[config.mk]
export PLATFORM = sky130hd
export DESIGN_NAME = wb_display_sequencer
export DESIGN_NICKNAME = d
export VERILOG_FILES = /design/src/rtl/wb_display_sequencer.sv
export SDC_FILE = /design/constraint.sdc
export NUM_CORES = 1
export LEC_CHECK = 0
export ABC_AREA = 0
export CAP_MARGIN = 10
export CORE_ASPECT_RATIO = 1.1
export CORE_MARGIN = 1
export CORE_UTILIZATION = 49
export DETAILED_ROUTE_END_ITERATION = 6
export PLACE_DENSITY = 0.77
export SETUP_SLACK_MARGIN = 0.15
export SYNTH_ARGS = -nofsm -noshare
export SYNTH_HDL_FRONTEND = slang
export SYNTH_SLANG_ARGS = --single-unit
[constraint.sdc]
create_clock -name hz1_clk -period 4.3 [get_ports hz1_clk]
set_clock_uncertainty 0.1 [all_clocks]
set_input_delay 0.645 -clock hz1_clk [delete_from_list [all_inputs] [get_ports hz1_clk]]
set_output_delay 0.645 -clock hz1_clk [all_outputs]
set_load 0.005 [all_outputs]
[src/rtl/wb_display_sequencer.sv]
// wb_display_sequencer
// Buffers ALU writeback results from both datapaths in a small circular
// history and shows one of them per display-clock tick on the 7-segment
// driver. A synchronized pushbutton pauses the display; results that find
// no free slot are dropped and flagged by a sticky overflow bit.
module wb_display_sequencer #(
    parameter int DEPTH      = 8,
    parameter int DWIDTH     = 32,
    parameter int DISP_WIDTH = 8
) (
    input  logic                     hz1_clk,
    input  logic                     n_rst,
    input  logic                     wr_en1,
    input  logic [DWIDTH-1:0]        wr_data1,
    input  logic                     wr_en2,
    input  logic [DWIDTH-1:0]        wr_data2,
    input  logic                     hold_btn,
    output logic [DISP_WIDTH-1:0]    disp_value,
    output logic [1:0]               disp_src,
    output logic [$clog2(DEPTH):0]   count,
    output logic                     full,
    output logic                     overflow,
    output logic                     paused
);

    localparam int AW = $clog2(DEPTH);
    localparam int CW = AW + 1;

    typedef enum logic [1:0] {
        IDLE  = 2'd0,
        SHOW  = 2'd1,
        PAUSE = 2'd2
    } state_t;

    state_t state, state_nxt;

    // Buffer entry: {source tag (1 = datapath 2), result}
    logic [DWIDTH:0] mem [DEPTH];

    logic [AW-1:0]   wr_ptr, rd_ptr, wr_ptr_p1;
    logic [CW-1:0]   count_nxt, free_slots;
    logic            hold_q1, hold_s;
    logic            pop;
    logic            we_a, we_b;
    logic [DWIDTH:0] entry_a;
    logic [1:0]      push_cnt;
    logic            drop;
    logic [DWIDTH:0] rd_entry;

    assign wr_ptr_p1 = wr_ptr + AW'(1);
    assign rd_entry  = mem[rd_ptr];

    // Two-flop synchronizer for the raw pushbutton
    always_ff @(posedge hz1_clk or negedge n_rst) begin
        if (!n_rst) begin
            hold_q1 <= 1'b0;
            hold_s  <= 1'b0;
        end else begin
            hold_q1 <= hold_btn;
            hold_s  <= hold_q1;
        end
    end

    // Push arbitration: decide which results are accepted this edge.
    // A pop in the same edge frees its slot for an incoming result.
    always_comb begin
        pop        = (state == SHOW) && (count != '0);
        free_slots = CW'(DEPTH) - count + CW'(pop);
        we_a       = 1'b0;
        we_b       = 1'b0;
        entry_a    = {1'b0, wr_data1};
        push_cnt   = 2'd0;
        drop       = 1'b0;
        if (wr_en1 && wr_en2) begin
            if (free_slots >= CW'(2)) begin
                we_a     = 1'b1;
                we_b     = 1'b1;
                push_cnt = 2'd2;
            end else if (free_slots == CW'(1)) begin
                we_a     = 1'b1;
                push_cnt = 2'd1;
                drop     = 1'b1;
            end else begin
                drop     = 1'b1;
            end
        end else if (wr_en1 || wr_en2) begin
            entry_a = wr_en2 ? {1'b1, wr_data2} : {1'b0, wr_data1};
            if (free_slots != '0) begin
                we_a     = 1'b1;
                push_cnt = 2'd1;
            end else begin
                drop     = 1'b1;
            end
        end
        count_nxt = count + CW'(push_cnt) - CW'(pop);
    end

    // Next-state logic; the button always wins over buffer-driven moves
    always_comb begin
        state_nxt = state;
        if (hold_s) begin
            state_nxt = PAUSE;
        end else begin
            case (state)
                IDLE:    state_nxt = (count_nxt != '0) ? SHOW : IDLE;
                SHOW:    state_nxt = (count_nxt == '0) ? IDLE : SHOW;
                PAUSE:   state_nxt = (count_nxt != '0) ? SHOW : IDLE;
                default: state_nxt = IDLE;
            endcase
        end
    end

    // FSM state register
    always_ff @(posedge hz1_clk or negedge n_rst) begin
        if (!n_rst) begin
            state <= IDLE;
        end else begin
            state <= state_nxt;
        end
    end

    // Buffer storage; contents need no reset
    always_ff @(posedge hz1_clk) begin
        if (we_a) begin
            mem[wr_ptr] <= entry_a;
        end
        if (we_b) begin
            mem[wr_ptr_p1] <= {1'b1, wr_data2};
        end
    end

    // Pointers, occupancy and status flags
    always_ff @(posedge hz1_clk or negedge n_rst) begin
        if (!n_rst) begin
            wr_ptr   <= '0;
            rd_ptr   <= '0;
            count    <= '0;
            full     <= 1'b0;
            overflow <= 1'b0;
            paused   <= 1'b0;
        end else begin
            wr_ptr   <= wr_ptr + AW'(push_cnt);
            if (pop) begin
                rd_ptr <= rd_ptr + AW'(1);
            end
            count    <= count_nxt;
            full     <= (count_nxt == CW'(DEPTH));
            overflow <= overflow | drop;
            paused   <= (state_nxt == PAUSE);
        end
    end

    // Display register: updated only on a pop, otherwise frozen
    always_ff @(posedge hz1_clk or negedge n_rst) begin
        if (!n_rst) begin
            disp_value <= '0;
            disp_src   <= 2'd0;
        end else if (pop) begin
            disp_value <= rd_entry[DISP_WIDTH-1:0];
            disp_src   <= rd_entry[DWIDTH] ? 2'd2 : 2'd1;
        end
    end

endmodule

==> impl_summary.md <==
Setup path
The stage delay of the slowest cell on the critical path is 0.41 ns. The critical path goes through inv_1, ha_1, a21oi_2, inv_1, ha_1, inv_1, ha_1, nand2b_1, a21bo_4, a21oi_2, nor2_1, or2_2, ha_1, inv_1, ha_1, a21o_1, a21oi_2, xnor2_2, a221oi_1. The data arrival time at the worst-slack endpoint is 4.00 ns. The slowest stage cell on the critical path is sky130_fd_sc_hd__dfrtp_2.

The endpoint identified for the worst register-to-register timing path is state[0]$_DFF_PN0_. For the worst setup path, the data required time is around 4.4 ns. The minimum setup slack among reg-to-reg paths is 0.44 ns. The startpoint identified for the worst register-to-register timing path is count[3]$_DFF_PN0_. STA classifies the critical path startpoint as a flip-flop.

The highest fanout seen on the critical path is 5. The critical path capture point type is a flip-flop. The start-to-end type of the worst setup path is reg -> reg. Counting stages on the worst path, the most repeated cell is sky130_fd_sc_hd__ha_1. The number of cells on the worst reg-to-reg path is 19.

Clocking
In this run the clock root is driven by a sky130_fd_sc_hd__clkbuf_16. The TritonCTS clock tree is yes. The clock tree synthesis step divided the H-tree into 3 levels.

The post-cts hold buffer count is 0. The clock latency at the later pin of the worst-skew pair is about 0.35 ns. Counting the buffers created by CTS gives 9. After clock tree synthesis, the clock-pin slew on the worst setup and hold paths is 0.07 ns. The number of clock sinks seen by CTS is slightly below 100. The longest clock path from root to sink contains 2 buffers.

Worst hold path
In this run the most critical hold path is launched from hold_q1$_DFF_PN0_. The worst hold path belongs to the class reg -> reg. The worst hold path was traced through 0 stages.

The endpoint with the worst hold slack is hold_s$_DFF_PN0_.

Synth
The number of different library cells in the post-synthesis netlist is 59. In this run, synthesis inferred 64 flip-flops with an integrated enable. In the synthesized netlist the async set-or-reset flop fraction comes to 27.3%. After technology mapping, the gate count stands at roughly 380. In this run the cell area of the synthesized design comes to 5190 µm². The register bit total from synthesis is 99. The sequential element share of the synthesized area is 53.1%. The net count after synthesis is 466.

The number of warnings reported in the yosys synthesis log is 0. The most used flip-flop cell after synthesis is sky130_fd_sc_hd__edfxtp_1. Each instance of the synthesized netlist takes up on average about 14 µm².

Power and ir drop
VDD sags by at most 0.454 mV. The leakage power figure is 2.14 nW. Total power for the finished layout comes to 4.74 mW. Power spread over the standard cell area amounts to 776 nW/µm².

Floorplan
The I/O pin count is 86. The floorplan has 39 rows. The floorplan step set the die height to between 100 and 150 µm. The horizontal extent of the die is 100 µm. The total core area is around 10000 µm².

The die covers ~11000 µm². The initial core utilization is 50.2%.

Layout
The antenna diode count is 0. Leaving out fill and tap cells, the most frequent cell in the layout is sky130_fd_sc_hd__edfxtp_1. Of the cells placed in the final design, the portion with a size suffix greater than 1 is 19.9%. From synthesis to final layout, the design area changed by 17.4%. Measured on the finished design, the core utilization comes to 59.0%. The top cell types in the final layout, fill and taps aside, are sky130_fd_sc_hd__edfxtp_1 (64), sky130_fd_sc_hd__o2bb2ai_1 (56), sky130_fd_sc_hd__clkdlybuf4s50_1 (37). The area used by multi-input combinational logic is around 2300 µm². The register cell area after layout is 2760 µm². The number of inserted filler cells in the final layout is 825. Once layout is done, the placed cells without fillers occupy just over 6000 µm². The total number of nets in the final design is slightly above 500.

Place
Summing all placed instances gives a cell area of 5720 µm². Detailed placement finished with a half-perimeter wire length of 7.98 mm. Input and output buffers added on the ports amount to 37. The final estimated routing congestion in global placement is between 0.8 and 0.9.

STA
Setup violations remaining at the end of the flow were counted as 0. The highest clock rate is 259 MHz. The transition at the pin with the smallest max-transition slack is 0.980 ns.

The final worst-path cycle share is 89.7%. The worst path needs 3.86 ns of the cycle, external delays included. The number of endpoints with negative hold slack in the final report is 0. The worst pin sits at a relative slew slack of 34.7%. Adding up every negative setup slack in the final design gives 0 ns. The number of max-slew violations in the final report is 0. Setup repair after global routing left no endpoint under its margin.

Global routing
The global routing usage on met1 is 26.9%. In the global route stage, met2 resource usage came out at 40.0%. The global-route wire length before repair is ~18 mm. For met3 alone, demand over resource in global routing was between 3 and 4%.

The number of global-route vias before repair is 3445. The total congestion overflow is 0. The highest-utilization routing layer at the global route stage is met2. The number of antenna violations at the first check in global routing came to 0. The global-route usage over all layers is roughly 22%. Entering global routing, the biggest net connects 28 pins.

Detailed routing
After detailed routing, the number of vias per cell comes to 6.03. The count of unresolved DRC violations after routing is 0. In this run the remaining antenna-violating nets after routing total 0. The detailed router finished its first iteration with 244 violations. After detailed routing, the average wire length per cell comes to 20.1 µm. The first TritonRoute pass finished after 5 iterations. For this block, the routed nets add up to 11.5 mm of wire. The detailed-route via count is 3436.

Status
The run finished with clean final reports.

Run
The count of max-cap constraint violations is 0.
## cell type report
type,instances,share of cell area [%]
clock buffer,10,3.75
multi-input combinational,241,37.2
inverter,16,0.984
sequential,99,45.2
tap,143,2.93
timing repair buffer,55,8.29
clock inverter,6,1.58
## synthesized netlist by cell type (4+ instances only)
| cell | count | area (µm²) |
|---|---|---|
| sky130_fd_sc_hd__clkbuf_1 | 8 | 30.0 |
| sky130_fd_sc_hd__o22ai_1 | 12 | 75.1 |
| sky130_fd_sc_hd__nand2_1 | 13 | 48.8 |
| sky130_fd_sc_hd__buf_1 | 10 | 37.5 |
| sky130_fd_sc_hd__nor2_1 | 19 | 71.3 |
| sky130_fd_sc_hd__mux2i_1 | 17 | 170 |
| sky130_fd_sc_hd__mux4_2 | 18 | 405 |
| sky130_fd_sc_hd__o2bb2ai_1 | 56 | 490 |
| sky130_fd_sc_hd__xnor2_1 | 4 | 35.0 |
| sky130_fd_sc_hd__nor2b_1 | 4 | 25.0 |
| sky130_fd_sc_hd__inv_1 | 16 | 60.1 |
| sky130_fd_sc_hd__dfrtp_1 | 27 | 676 |
| sky130_fd_sc_hd__a21oi_1 | 11 | 55.1 |
| sky130_fd_sc_hd__nand3_4 | 6 | 105 |
| sky130_fd_sc_hd__edfxtp_1 | 64 | 1920 |
| sky130_fd_sc_hd__ha_1 | 11 | 138 |
| sky130_fd_sc_hd__dfxtp_1 | 8 | 160 |
| sky130_fd_sc_hd__buf_2 | 8 | 40.0 |
| sky130_fd_sc_hd__a21o_1 | 4 | 30.0 |
| sky130_fd_sc_hd__o21ai_0 | 10 | 50.1 |
## registers in the layout, indices dropped and copies added (netlist names), 2 cells and up
register / count
mem: 72
count: 4
disp_src: 2
wr_ptr: 3
rd_ptr: 3
disp_value: 8
state: 2
## per-layer routing
layer,vias up,wire length (µm)
met5,-,0
met4,0,206
met3,16,597
met2,119,6090
met1,1710,4580
li1,1591,-
## worst max-delay path by stage
stage                  startpoint            endpoint  slack, ns  cells after the start
2_1_floorplan  count[3]$_DFF_PN0_  state[0]$_DFF_PN0_       0.16                     21
3_3_place_gp   count[3]$_DFF_PN0_  state[0]$_DFF_PN0_       0.35                     18
3_5_place_dp   count[3]$_DFF_PN0_  state[0]$_DFF_PN0_       0.28                     19
4_1_cts        count[3]$_DFF_PN0_  state[0]$_DFF_PN0_       0.26                     19
5_1_grt        count[3]$_DFF_PN0_  state[0]$_DFF_PN0_       0.19                     19
6_report       count[3]$_DFF_PN0_  state[0]$_DFF_PN0_       0.44                     19
## per-stage QoR
stage          instances  hold slack [ns]  setup WS, ns
3_3_place_gp         549            0.236         0.352
4_1_cts              565            0.268         0.258
2_1_floorplan        384            0.231         0.159
5_1_grt              570            0.274         0.186
3_5_place_dp         549            0.253         0.282
6_report             570            0.261         0.444
## kinds of logic after synthesis
kind of cell               count (synthesis)  synth area share (%)
adders and majority gates                 14                  3.61
and+or+nand+nor                           68                  8.65
xor gates and xnor gates                   7                  1.18
muxes                                     36                  11.3
buffers and inverters                     44                  3.59
DFF                                       99                  53.1
AOI/OAI and AO/OA                        116                  18.6
## report_power, final
part | leakage [nW] | switching (mW) | internal, mW
clock network | 0.155 | 0.363 | 0.517
logic | 1.01 | 1.14 | 0.998
registers | 0.977 | 0.262 | 1.45
total | 2.14 | 1.77 | 2.97
## worst max-delay path: cells and delay by family, from the launching register on
kind	cells	cell delay (ns)
AO/OA/AOI/OAI	6	1.14
XOR/XNOR	1	0.09
adder cells (fa/ha/maj)	5	1.16
buffers and inverters	4	0.27
flip-flops	1	0.41
AND/OR/NAND/NOR	3	0.58
## what timing repair did
item,in CTS,in global routing
setup endpoints to repair,0,3
setup buffers,0,4
gates resized for setup,0,3
No activity file was read; power rests on OpenSTA's default activity.
